--- config.mk ---
export PLATFORM = sky130hd
export DESIGN_NAME = mmio_master_flat
export DESIGN_NICKNAME = d
export VERILOG_FILES = /design/src/rtl/mmio_master_pkg.sv /design/src/rtl/mmio_master_if.sv /design/src/rtl/mmio_master.sv /design/src/flat_wrapper.sv
export SDC_FILE = /design/constraint.sdc
export NUM_CORES = 1
export LEC_CHECK = 0
export CORE_UTILIZATION = 36
export DETAILED_ROUTE_END_ITERATION = 7
export PLACE_DENSITY = 0.84
export SLEW_MARGIN = 10
export SYNTH_ARGS = -nofsm -noshare
export SYNTH_HDL_FRONTEND = slang
export SYNTH_SLANG_ARGS = --single-unit
--- constraint.sdc ---
create_clock -name clk -period 1.9 [get_ports clk]
set_clock_uncertainty 0.2 [all_clocks]
set_input_delay 0.38 -clock clk [delete_from_list [all_inputs] [get_ports clk]]
set_output_delay 0.38 -clock clk [all_outputs]
set_load 0.05 [all_outputs]
--- src/rtl/mmio_master_pkg.sv ---
// mmio_master_pkg
// Shared AXI-Lite definitions for the MMIO master:
//   - AXI response codes (OKAY / EXOKAY / SLVERR / DECERR)
//   - fixed protection attribute driven on AxPROT
//   - the master FSM state encoding
//   - resp_is_err(): classifies a response code as an error completion
package mmio_master_pkg;

    localparam logic [1:0] AXI_RESP_OKAY   = 2'b00;
    localparam logic [1:0] AXI_RESP_EXOKAY = 2'b01;
    localparam logic [1:0] AXI_RESP_SLVERR = 2'b10;
    localparam logic [1:0] AXI_RESP_DECERR = 2'b11;

    // Unprivileged, secure, data access.
    localparam logic [2:0] AXI_PROT_DEFAULT = 3'b000;

    typedef enum logic [2:0] {
        ST_IDLE = 3'd0,
        ST_AR   = 3'd1,
        ST_R    = 3'd2,
        ST_AW_W = 3'd3,
        ST_B    = 3'd4,
        ST_RESP = 3'd5
    } state_e;

    // Only SLVERR and DECERR are errors; the MSB distinguishes them from OKAY/EXOKAY.
    function automatic logic resp_is_err(input logic [1:0] resp);
        return (resp == AXI_RESP_SLVERR) || (resp == AXI_RESP_DECERR);
    endfunction

endpackage

--- src/rtl/mmio_master_if.sv ---
// mmio_master_if
// AXI-Lite bus between the MMIO master and a slave.
//   AR: axi_araddr, axi_arvalid, axi_arprot (master->slave), axi_arready (slave->master)
//   R : axi_rdata, axi_rresp, axi_rvalid (slave->master), axi_rready (master->slave)
//   AW: axi_awaddr, axi_awvalid, axi_awprot (master->slave), axi_awready (slave->master)
//   W : axi_wdata, axi_wstrb, axi_wvalid (master->slave), axi_wready (slave->master)
//   B : axi_bresp, axi_bvalid (slave->master), axi_bready (master->slave)
interface mmio_master_if;

    logic [31:0] axi_araddr;
    logic        axi_arvalid;
    logic        axi_arready;
    logic [2:0]  axi_arprot;

    logic [31:0] axi_rdata;
    logic [1:0]  axi_rresp;
    logic        axi_rvalid;
    logic        axi_rready;

    logic [31:0] axi_awaddr;
    logic        axi_awvalid;
    logic        axi_awready;
    logic [2:0]  axi_awprot;

    logic [31:0] axi_wdata;
    logic [3:0]  axi_wstrb;
    logic        axi_wvalid;
    logic        axi_wready;

    logic [1:0]  axi_bresp;
    logic        axi_bvalid;
    logic        axi_bready;

    modport master (
        output axi_araddr, axi_arvalid, axi_arprot,
        input  axi_arready,
        input  axi_rdata, axi_rresp, axi_rvalid,
        output axi_rready,
        output axi_awaddr, axi_awvalid, axi_awprot,
        input  axi_awready,
        output axi_wdata, axi_wstrb, axi_wvalid,
        input  axi_wready,
        input  axi_bresp, axi_bvalid,
        output axi_bready
    );

    modport slave (
        input  axi_araddr, axi_arvalid, axi_arprot,
        output axi_arready,
        output axi_rdata, axi_rresp, axi_rvalid,
        input  axi_rready,
        input  axi_awaddr, axi_awvalid, axi_awprot,
        output axi_awready,
        input  axi_wdata, axi_wstrb, axi_wvalid,
        output axi_wready,
        output axi_bresp, axi_bvalid,
        input  axi_bready
    );

endinterface

--- src/rtl/mmio_master.sv ---
// mmio_master
// Turns single core MMIO requests into AXI-Lite read or write transactions,
// one outstanding at a time, and returns a one-cycle completion pulse.
// Ports:
//   clk, rstn          clock (rising edge) and synchronous active-low reset
//   req_valid_i        core request present
//   req_ready_o        high exactly while idle (the only unregistered output)
//   req_write_i        1 = write, 0 = read
//   req_addr_i         byte address
//   req_wdata_i        write data
//   req_wstrb_i        write byte enables
//   resp_valid_o       one-cycle completion pulse, no backpressure
//   resp_rdata_o       read data; 0 for writes and errors
//   resp_err_o         completion carried an error
//   axi                AXI-Lite master port
// ALIGN_CHECK = 1 completes word-misaligned requests locally with an error,
// never touching the bus.
module mmio_master
    import mmio_master_pkg::*;
#(
    parameter bit ALIGN_CHECK = 1'b1
) (
    input  logic               clk,
    input  logic               rstn,
    input  logic               req_valid_i,
    output logic               req_ready_o,
    input  logic               req_write_i,
    input  logic [31:0]        req_addr_i,
    input  logic [31:0]        req_wdata_i,
    input  logic [3:0]         req_wstrb_i,
    output logic               resp_valid_o,
    output logic [31:0]        resp_rdata_o,
    output logic               resp_err_o,
    mmio_master_if.master      axi
);

    state_e      state_q, state_d;

    logic [31:0] araddr_q, araddr_d;
    logic [31:0] awaddr_q, awaddr_d;
    logic [31:0] wdata_q,  wdata_d;
    logic [3:0]  wstrb_q,  wstrb_d;

    logic        arvalid_q, arvalid_d;
    logic        rready_q,  rready_d;
    logic        awvalid_q, awvalid_d;
    logic        wvalid_q,  wvalid_d;
    logic        bready_q,  bready_d;

    logic        resp_valid_q, resp_valid_d;
    logic [31:0] resp_rdata_q, resp_rdata_d;
    logic        resp_err_q,   resp_err_d;

    logic        aw_done;
    logic        w_done;
    logic        misaligned;

    always_ff @(posedge clk) begin
        if (!rstn) begin
            state_q      <= ST_IDLE;
            araddr_q     <= '0;
            awaddr_q     <= '0;
            wdata_q      <= '0;
            wstrb_q      <= '0;
            arvalid_q    <= 1'b0;
            rready_q     <= 1'b0;
            awvalid_q    <= 1'b0;
            wvalid_q     <= 1'b0;
            bready_q     <= 1'b0;
            resp_valid_q <= 1'b0;
            resp_rdata_q <= '0;
            resp_err_q   <= 1'b0;
        end else begin
            state_q      <= state_d;
            araddr_q     <= araddr_d;
            awaddr_q     <= awaddr_d;
            wdata_q      <= wdata_d;
            wstrb_q      <= wstrb_d;
            arvalid_q    <= arvalid_d;
            rready_q     <= rready_d;
            awvalid_q    <= awvalid_d;
            wvalid_q     <= wvalid_d;
            bready_q     <= bready_d;
            resp_valid_q <= resp_valid_d;
            resp_rdata_q <= resp_rdata_d;
            resp_err_q   <= resp_err_d;
        end
    end

    always_comb begin
        state_d      = state_q;
        araddr_d     = araddr_q;
        awaddr_d     = awaddr_q;
        wdata_d      = wdata_q;
        wstrb_d      = wstrb_q;
        arvalid_d    = arvalid_q;
        rready_d     = rready_q;
        awvalid_d    = awvalid_q;
        wvalid_d     = wvalid_q;
        bready_d     = bready_q;
        resp_valid_d = 1'b0;
        resp_rdata_d = resp_rdata_q;
        resp_err_d   = resp_err_q;

        misaligned = ALIGN_CHECK && (req_addr_i[1:0] != 2'b00);
        // A channel is finished once its valid has dropped or it handshakes this cycle.
        aw_done    = !awvalid_q || axi.axi_awready;
        w_done     = !wvalid_q  || axi.axi_wready;

        unique case (state_q)
            ST_IDLE: begin
                if (req_valid_i) begin
                    // Bus address/data only ever change here, on acceptance.
                    araddr_d = req_addr_i;
                    awaddr_d = req_addr_i;
                    wdata_d  = req_wdata_i;
                    wstrb_d  = req_wstrb_i;
                    if (misaligned) begin
                        state_d      = ST_RESP;
                        resp_valid_d = 1'b1;
                        resp_err_d   = 1'b1;
                        resp_rdata_d = '0;
                    end else if (req_write_i) begin
                        state_d   = ST_AW_W;
                        awvalid_d = 1'b1;
                        wvalid_d  = 1'b1;
                    end else begin
                        state_d   = ST_AR;
                        arvalid_d = 1'b1;
                    end
                end
            end
            ST_AR: begin
                if (axi.axi_arready) begin
                    arvalid_d = 1'b0;
                    rready_d  = 1'b1;
                    state_d   = ST_R;
                end
            end
            ST_R: begin
                if (axi.axi_rvalid) begin
                    rready_d     = 1'b0;
                    state_d      = ST_RESP;
                    resp_valid_d = 1'b1;
                    resp_err_d   = resp_is_err(axi.axi_rresp);
                    resp_rdata_d = resp_is_err(axi.axi_rresp) ? 32'h0 : axi.axi_rdata;
                end
            end
            ST_AW_W: begin
                // AW and W retire independently, in either order or together.
                if (awvalid_q && axi.axi_awready) awvalid_d = 1'b0;
                if (wvalid_q  && axi.axi_wready)  wvalid_d  = 1'b0;
                if (aw_done && w_done) begin
                    state_d  = ST_B;
                    bready_d = 1'b1;
                end
            end
            ST_B: begin
                if (axi.axi_bvalid) begin
                    bready_d     = 1'b0;
                    state_d      = ST_RESP;
                    resp_valid_d = 1'b1;
                    resp_err_d   = resp_is_err(axi.axi_bresp);
                    resp_rdata_d = '0;
                end
            end
            ST_RESP: begin
                state_d      = ST_IDLE;
                resp_rdata_d = '0;
                resp_err_d   = 1'b0;
            end
            default: begin
                state_d = ST_IDLE;
            end
        endcase
    end

    assign req_ready_o      = (state_q == ST_IDLE);
    assign resp_valid_o     = resp_valid_q;
    assign resp_rdata_o     = resp_rdata_q;
    assign resp_err_o       = resp_err_q;

    assign axi.axi_araddr  = araddr_q;
    assign axi.axi_arvalid = arvalid_q;
    assign axi.axi_arprot  = AXI_PROT_DEFAULT;
    assign axi.axi_rready  = rready_q;
    assign axi.axi_awaddr  = awaddr_q;
    assign axi.axi_awvalid = awvalid_q;
    assign axi.axi_awprot  = AXI_PROT_DEFAULT;
    assign axi.axi_wdata   = wdata_q;
    assign axi.axi_wstrb   = wstrb_q;
    assign axi.axi_wvalid  = wvalid_q;
    assign axi.axi_bready  = bready_q;

endmodule

--- src/flat_wrapper.sv ---
// flat-port wrapper written by rule: the top's interface ports become plain ports
module mmio_master_flat import mmio_master_pkg::*;
#(
    parameter bit ALIGN_CHECK = 1'b1
)
  (clk, rstn, req_valid_i, req_ready_o, req_write_i, req_addr_i, req_wdata_i, req_wstrb_i, resp_valid_o, resp_rdata_o, resp_err_o, axi_axi_araddr, axi_axi_arvalid, axi_axi_arprot, axi_axi_arready, axi_axi_rdata, axi_axi_rresp, axi_axi_rvalid, axi_axi_rready, axi_axi_awaddr, axi_axi_awvalid, axi_axi_awprot, axi_axi_awready, axi_axi_wdata, axi_axi_wstrb, axi_axi_wvalid, axi_axi_wready, axi_axi_bresp, axi_axi_bvalid, axi_axi_bready);
  mmio_master_if axi_i ();
  input  logic clk;
  input  logic rstn;
  input  logic req_valid_i;
  output logic req_ready_o;
  input  logic req_write_i;
  input  logic [31:0] req_addr_i;
  input  logic [31:0] req_wdata_i;
  input  logic [3:0] req_wstrb_i;
  output logic resp_valid_o;
  output logic [31:0] resp_rdata_o;
  output logic resp_err_o;
  output wire logic [$bits(axi_i.axi_araddr)-1:0] axi_axi_araddr;
  output wire logic [$bits(axi_i.axi_arvalid)-1:0] axi_axi_arvalid;
  output wire logic [$bits(axi_i.axi_arprot)-1:0] axi_axi_arprot;
  input wire logic [$bits(axi_i.axi_arready)-1:0] axi_axi_arready;
  input wire logic [$bits(axi_i.axi_rdata)-1:0] axi_axi_rdata;
  input wire logic [$bits(axi_i.axi_rresp)-1:0] axi_axi_rresp;
  input wire logic [$bits(axi_i.axi_rvalid)-1:0] axi_axi_rvalid;
  output wire logic [$bits(axi_i.axi_rready)-1:0] axi_axi_rready;
  output wire logic [$bits(axi_i.axi_awaddr)-1:0] axi_axi_awaddr;
  output wire logic [$bits(axi_i.axi_awvalid)-1:0] axi_axi_awvalid;
  output wire logic [$bits(axi_i.axi_awprot)-1:0] axi_axi_awprot;
  input wire logic [$bits(axi_i.axi_awready)-1:0] axi_axi_awready;
  output wire logic [$bits(axi_i.axi_wdata)-1:0] axi_axi_wdata;
  output wire logic [$bits(axi_i.axi_wstrb)-1:0] axi_axi_wstrb;
  output wire logic [$bits(axi_i.axi_wvalid)-1:0] axi_axi_wvalid;
  input wire logic [$bits(axi_i.axi_wready)-1:0] axi_axi_wready;
  input wire logic [$bits(axi_i.axi_bresp)-1:0] axi_axi_bresp;
  input wire logic [$bits(axi_i.axi_bvalid)-1:0] axi_axi_bvalid;
  output wire logic [$bits(axi_i.axi_bready)-1:0] axi_axi_bready;
  assign axi_axi_araddr = axi_i.axi_araddr;
  assign axi_axi_arvalid = axi_i.axi_arvalid;
  assign axi_axi_arprot = axi_i.axi_arprot;
  assign axi_i.axi_arready = axi_axi_arready;
  assign axi_i.axi_rdata = axi_axi_rdata;
  assign axi_i.axi_rresp = axi_axi_rresp;
  assign axi_i.axi_rvalid = axi_axi_rvalid;
  assign axi_axi_rready = axi_i.axi_rready;
  assign axi_axi_awaddr = axi_i.axi_awaddr;
  assign axi_axi_awvalid = axi_i.axi_awvalid;
  assign axi_axi_awprot = axi_i.axi_awprot;
  assign axi_i.axi_awready = axi_axi_awready;
  assign axi_axi_wdata = axi_i.axi_wdata;
  assign axi_axi_wstrb = axi_i.axi_wstrb;
  assign axi_axi_wvalid = axi_i.axi_wvalid;
  assign axi_i.axi_wready = axi_axi_wready;
  assign axi_i.axi_bresp = axi_axi_bresp;
  assign axi_i.axi_bvalid = axi_axi_bvalid;
  assign axi_axi_bready = axi_i.axi_bready;
  mmio_master #(.ALIGN_CHECK(ALIGN_CHECK)) u_core (.clk(clk), .rstn(rstn), .req_valid_i(req_valid_i), .req_ready_o(req_ready_o), .req_write_i(req_write_i), .req_addr_i(req_addr_i), .req_wdata_i(req_wdata_i), .req_wstrb_i(req_wstrb_i), .resp_valid_o(resp_valid_o), .resp_rdata_o(resp_rdata_o), .resp_err_o(resp_err_o), .axi(axi_i));
endmodule
==> results of run 1 <==
==> kinds of logic after synthesis <==
kind of cell	count (synthesis)	synth area share
compound gates	87	0.103
buf+inv	80	0.109
flops	110	0.492
mux	35	0.0783
other cells	1	0.000838
simple gates	234	0.217
==> cell usage after synthesis (2+ instances only) <==
master / n
nor2_1: 7
inv_1: 5
nand2_1: 210
nand2b_1: 2
dfxtp_1: 110
buf_6: 4
o211a_1: 2
clkbuf_1: 23
nand3b_1: 2
o211ai_1: 2
o21ai_0: 4
buf_4: 39
mux2i_1: 35
buf_2: 9
a21oi_1: 75
==> what timing repair did <==
| item | CTS | global route |
|---|---|---|
| buffers inserted | 5 | 0 |
| hold endpoints to repair | 0 | 0 |
| endpoints found under the setup margin | 1 | 18 |
| gates cloned | 0 | 3 |
| resized for setup | 5 | 4 |
| pin swaps | 1 | 2 |
==> per-stage QoR <==
stage	setup slack (ns)	hold slack, ns	cell area, um2	std cells
after floorplan	0.00505	0.296	4500	552
after global placement	-0.146	0.242	6740	927
after detailed placement	-0.191	0.247	6740	927
after CTS	0.00703	0.258	7130	948
after global routing	-0.00636	0.274	7200	950
final	0.0494	0.255	7200	950
==> worst max path at each step <==
| stage | startpoint | to | slack [ns] |
|---|---|---|---|
| after global placement | req_valid_i | u_core.state_q[0]$_SDFFE_PN0P_ | -0.15 |
| after global routing | u_core.state_q[1]$_SDFFE_PN0P_ | req_ready_o | -0.006 |
| after CTS | u_core.state_q[2]$_SDFFE_PN0P_ | req_ready_o | 0.007 |
| after floorplan | u_core.state_q[0]$_SDFFE_PN0P_ | u_core.axi.axi_araddr[0]$_SDFFE_PN0P_ | 0.005 |
| after detailed placement | req_valid_i | u_core.state_q[0]$_SDFFE_PN0P_ | -0.19 |
| final | u_core.state_q[1]$_SDFFE_PN0P_ | req_ready_o | 0.05 |
==> power by group <==
group	total, mW	internal [mW]	leakage, nW	switching (mW)
Sequential	2.92	2.68	0.898	0.244
Combinational	5.08	1.94	2.08	3.14
Clock	2.16	1.29	0.158	0.864
Total	10.2	5.91	3.13	4.25
==> sequential cells by signal, summed over array words and instances (netlist names), 3 cells and up <==
| register | cells |
|---|---|
| u_core.state_q | 3 |
| u_core.axi.axi_araddr | 32 |
| u_core.resp_rdata_o | 32 |
| u_core.axi.axi_wdata | 32 |
| u_core.axi.axi_wstrb | 4 |
==> per-layer routing <==
layer | track usage | vias up | wire length (um)
met5 | 0 | - | 14
met1 | 0.214 | 1961 | 5020
met4 | 0.0807 | 2 | 277
met3 | 0.0489 | 22 | 851
met2 | 0.329 | 162 | 6390
li1 | - | 2181 | -
==> worst register-to-register path: cells and delay by family (launching register included) <==
kind	cells	cell delay, ns
buffers and inverters	2	0.36
multiplexers	1	0.13
AND/OR/NAND/NOR	3	0.67
flip-flops	1	0.35
==> area by class of cell <==
| class | count | share of cell area |
|---|---|---|
| Clock buffer | 9 | 0.0313 |
| Clock inverter | 7 | 0.0169 |
| Inverter | 5 | 0.00261 |
| Multi-Input combinational cell | 362 | 0.252 |
| Sequential cell | 110 | 0.307 |
| Tap cell | 168 | 0.0292 |
| Timing Repair Buffer | 289 | 0.361 |
==> metrics.md, run 1 <==
| Metric | Value |
|---|---|
| Gr usage total | 0.187 |
| PD cells | 1410 mW/mm2 |
| First-pass GRT wire length | 19100 um |
| Min Tclk post-route | 1.85 ns |
| Min-delay src | u_core.axi.axi_wdata[21]$_SDFFE_PN0P_ |
| Slowest-stage cell, CP | dfxtp_4 |
| Die area | 0.0129 mm2 |
| Worst path depth | 3 |
| Worst r2r src | u_core.state_q[0]$_SDFFE_PN0P_ |
| Synthesized cell area | 0.00448 mm2 |
| Top delay family on crit path | flip-flops |
| Synth Warn # | 0 |
| Min-Delay Endpoint | u_core.axi.axi_wdata[21]$_SDFFE_PN0P_ |
| Most common cell after layout, fill and taps aside | nand2_1 |
| Layout Nets | 890 |
| VDD IR max | 607 uV |
| Area leader, netlist | dfxtp_1 |
| H-tree Lvls | 3 |
| Routed Antenna Nets | 0 |
| GPL Wtd Cong | 0.775 |
| Setup Total Neg Slack | 0 ns |
| Setup CP Type | register to output pin |
| Seq/Total Area, Yosys | 0.492 |
| Area grow syn2layout | 60.8% |
| Count of pins over their slew limit | 0 |
| Hpwl dp | 9040 um |
| Via count | 4328 |
| CTS buffer count | 9 |
| Register area | 0.00221 mm2 |
| Worst skew pair latency | 0.34 ns |
| Setup Viol. Count Final | 0 |
| Critical path peak fanout | 10 |
| Pre-antenna DRT Iters | 5 |
| Highest cell delay on the worst timing path | 0.39 ns |
| EDFF count, synth | 0 |
| DIE HEIGHT | 114 um |
| Yosys top cell area share | 0.492 |
| Tcrit/Tclk final | 0.974 |
| Leakage Power | 3.13 nW |
| Clock Path Buffers | 2 |
| Top cells by area, synth | dfxtp_1 49%, nand2_1 18%, a21oi_1 8.4%, mux2i_1 7.8%, buf_4 6.5% |
| Port Buffer Count | 250 |
| CP bufs+invs | 2 |
| Reg2reg setup slack | 0.12 ns |
| Hold Buf Count CTS | 0 |
| Crit end category | output pin |
| Core box area | 0.0121 mm2 |
| Initial antenna violation count | 1 |
| Largest net degree at the start of global routing | 35 |
| Crit-path cells | buf_4, nor3_4, buf_12 |
| #FFs+latches synth | 110 |
| Area of the multi-input gates | 0.00181 mm2 |
| Mapped Cells | 547 |
| Count of different cell masters after synthesis | 33 |
| Inserted Diodes | 0 |
| Residual DRC | 0 |
| DRT iter0 DRCs | 217 |
| Outcome | complete, no violations |
| CP startpoint kind | register |
| Root buffer cell | clkbuf_16 |
| Vias per cell | 4.56 |
| Drt total wl | 12600 um |
| CTS sink count | 110 |
| Total power draw | 10.2 mW |
| Initial Util | 0.371 |
| # IOs | 259 |
| Syn Area/Cell | 8.18 um2 |
| Max Clock Freq | 0.540 GHz |
| Grt ovf | 0 |
| Final hold violation count | 0 |
| Number of fill cells | 1084 |
| CTS tree | built |
| Vias in the first global route | 3936 |
| WL per Instance | 13.2 um |
| CP Data Arrival Time | 1.27 ns |
| Commonest non-fill, non-tap cells in the layout | 209 x nand2_1, 165 x buf_4, 110 x clkdlybuf4s50_1 |
| Clock transition at path regs | 0.07 ns |
| Hold path cells | 2 |
| R2R depth | 6 |
| Synth async-reset ratio | 0 |
| Most used flip-flop cell after synthesis | dfxtp_1 |
| Worst Path Required | 1.32 ns |
| Layout cells sized above 1 | 0.262 |
| Max-Cap Viols | 0 |
| Worst min path class | register to register |
| Final Core Density | 0.597 |
| Rows | 40 |
| FF-to-FF End | u_core.resp_rdata_o[22]$_SDFFE_PN0P_ |
| Die width | 114 um |
Note: power is estimated with default switching activity, not from simulation.
==> inputs of run 2 (changes only) <==
--- a/config.mk
+++ b/config.mk
@@ -5,9 +5,9 @@
 export SDC_FILE = /design/constraint.sdc
 export NUM_CORES = 1
 export LEC_CHECK = 0
-export CORE_UTILIZATION = 36
+export CORE_UTILIZATION = 38
 export DETAILED_ROUTE_END_ITERATION = 7
-export PLACE_DENSITY = 0.84
+export PLACE_DENSITY = 0.87
 export SLEW_MARGIN = 10
 export SYNTH_ARGS = -nofsm -noshare
 export SYNTH_HDL_FRONTEND = slang
==> run 2 against run 1 <==
Against the previous run: core utilization increased by 2.2 points; highest routed layer is now met4; sequential share of layout area increased by 0.40 points; sequential power is essentially flat; worst hold slack improved by 0.0015 ns; clock-buffer cell count up 2.
==> metrics.md, run 2 (synthesis gave the netlist of run 1 again) <==
| Metric | Value |
|---|---|
| Final Core Density | 0.619 |
| Tcrit/Tclk final | 0.965 |
| First-pass GRT wire length | 20100 um |
| Layout Nets | 884 |
| RSZ-0062 raised after global routing | no |
| Total power draw | 9.91 mW |
| Core box area | 0.0115 mm2 |
| Vias in the first global route | 4149 |
| Crit end category | output pin |
| Highest cell delay on the worst timing path | 0.37 ns |
| Worst Path Required | 1.32 ns |
| Via count | 4331 |
| Root buffer cell | clkbuf_16 |
| Die area | 0.0122 mm2 |
| Max-Cap Viols | 0 |
| Internal power | 5.73 mW |
| Area grow syn2layout | 58.6% |
| Pre-antenna DRT Iters | 4 |
| Vias per cell | 4.71 |
| Slowest-stage cell, CP | dfxtp_4 |
| Hold WS | 0.256 ns |
| Crit-path cells | buf_6, nor3_4, buf_12 |
| CP bufs+invs | 2 |
| CP startpoint kind | register |
| Layout cells sized above 1 | 0.256 |
| Routed Antenna Nets | 0 |
| Most common cell after layout, fill and taps aside | nand2_1 |
| Leakage Power | 3.10 nW |
| Setup CP Type | register to output pin |
| Sw Pwr | 4.18 mW |
| Clock Path Buffers | 2 |
| Die width | 111 um |
| CTS sink count | 110 |
| Max Clock Freq | 0.546 GHz |
| Clock transition at path regs | 0.08 ns |
| PD cells | 1400 mW/mm2 |
| DRT iter0 DRCs | 241 |
| GPL Wtd Cong | 0.772 |
| Gr usage total | 0.201 |
| Clock power share | 0.220 |
| Rows | 39 |
| CTS tree | built |
| Grt ovf | 0 |
| Count of pins over their slew limit | 0 |
| Post-Layout Cell Count | 919 |
| Logic pwr share | 0.485 |
| DIE HEIGHT | 111 um |
| Port Buffer Count | 250 |
| Sequential share of power | 0.296 |
| Sw Ratio | 0.421 |
| Hpwl dp | 8950 um |
| Setup Total Neg Slack | 0 ns |
| Worst skew pair latency | 0.34 ns |
| Outcome | complete, no violations |
| Drt total wl | 12500 um |
| WL per Instance | 13.6 um |
| H-tree Lvls | 3 |
| # IOs | 259 |
| Top delay family on crit path | flip-flops |
| Worst min path class | register to register |
| CP Data Arrival Time | 1.25 ns |
| Setup Viol. Count Final | 0 |
| Initial Util | 0.390 |
| Critical path peak fanout | 5 |
| Residual DRC | 0 |
| Commonest non-fill, non-tap cells in the layout | 209 x nand2_1, 162 x buf_4, 110 x clkdlybuf4s50_1 |
| Inserted Diodes | 0 |
| CTS buffer count | 9 |
| Placed cell count | 896 |
| Initial antenna violation count | 0 |
| Final hold violation count | 0 |
| VDD IR max | 774 uV |
| Min Tclk post-route | 1.83 ns |
| Largest net degree at the start of global routing | 58 |
[run 2: metal layers]
layer	wire length (um)	vias to the layer above	part of all wire	GRT usage
li1	-	2168	-	-
met1	5200	1984	0.42	0.236
met2	6340	155	0.51	0.356
met3	611	24	0.049	0.0335
met4	320	0	0.026	0.0889
met5	0	-	0	0
[run 2: path summary, 6_finish.rpt]
| path | from | to | slack (ns) | cells after the start |
|---|---|---|---|---|
| worst min-delay path | u_core.axi.axi_wdata[14]$_SDFFE_PN0P_ | u_core.axi.axi_wdata[14]$_SDFFE_PN0P_ | 0.26 | 2 |
| worst max register to register | u_core.state_q[0]$_SDFFE_PN0P_ | u_core.state_q[1]$_SDFFE_PN0P_ | 0.15 | 6 |
| worst max-delay path | u_core.state_q[2]$_SDFFE_PN0P_ | req_ready_o | 0.07 | 3 |
| worst min register to register | u_core.axi.axi_wdata[14]$_SDFFE_PN0P_ | u_core.axi.axi_wdata[14]$_SDFFE_PN0P_ | 0.26 | 2 |
[run 2: timing repair]
action                     4_1_cts  5_1_grt
setup endpoints to repair        1       33
hold buffers                     0        0
resized for setup                4        4
hold endpoints to repair         0        0
buffers inserted                 4        3
gates cloned                     0        0
pin swaps                        1        1
[run 2: metrics by stage]
step                      setup slack, ns  instance area, um2
after floorplan                   0.00505                4500
after global placement             -0.175                6660
after detailed placement           -0.208                6660
after CTS                         0.00659                7050
after global routing              0.00246                7100
final                              0.0673                7100
[run 2: power by group through the flow]
stage,clock [mW],sequential [mW],combinational (mW)
2_1_floorplan,0,4.07,2.24
3_3_place_gp,0,2.98,4.62
3_5_place_dp,0,3.01,4.65
4_1_cts,2.23,2.94,4.76
5_1_grt,2.32,2.98,5.07
6_report,2.18,2.93,4.81
[run 2: tightest hold or removal path: stages, from the launching register on]
cell	delay [ns]
dfxtp_1	0.31
nand2_1	0.05
a21oi_1	0.05
[run 2: layout make-up]
class,count,area [um2]
flip-flops and latches,110,2210
repair buffers,283,2520
fillers,1017,4370
well taps,143,179
clock inverters,5,106
multi-input cells,362,1820
inverters,5,18.8
clock buffers,11,243
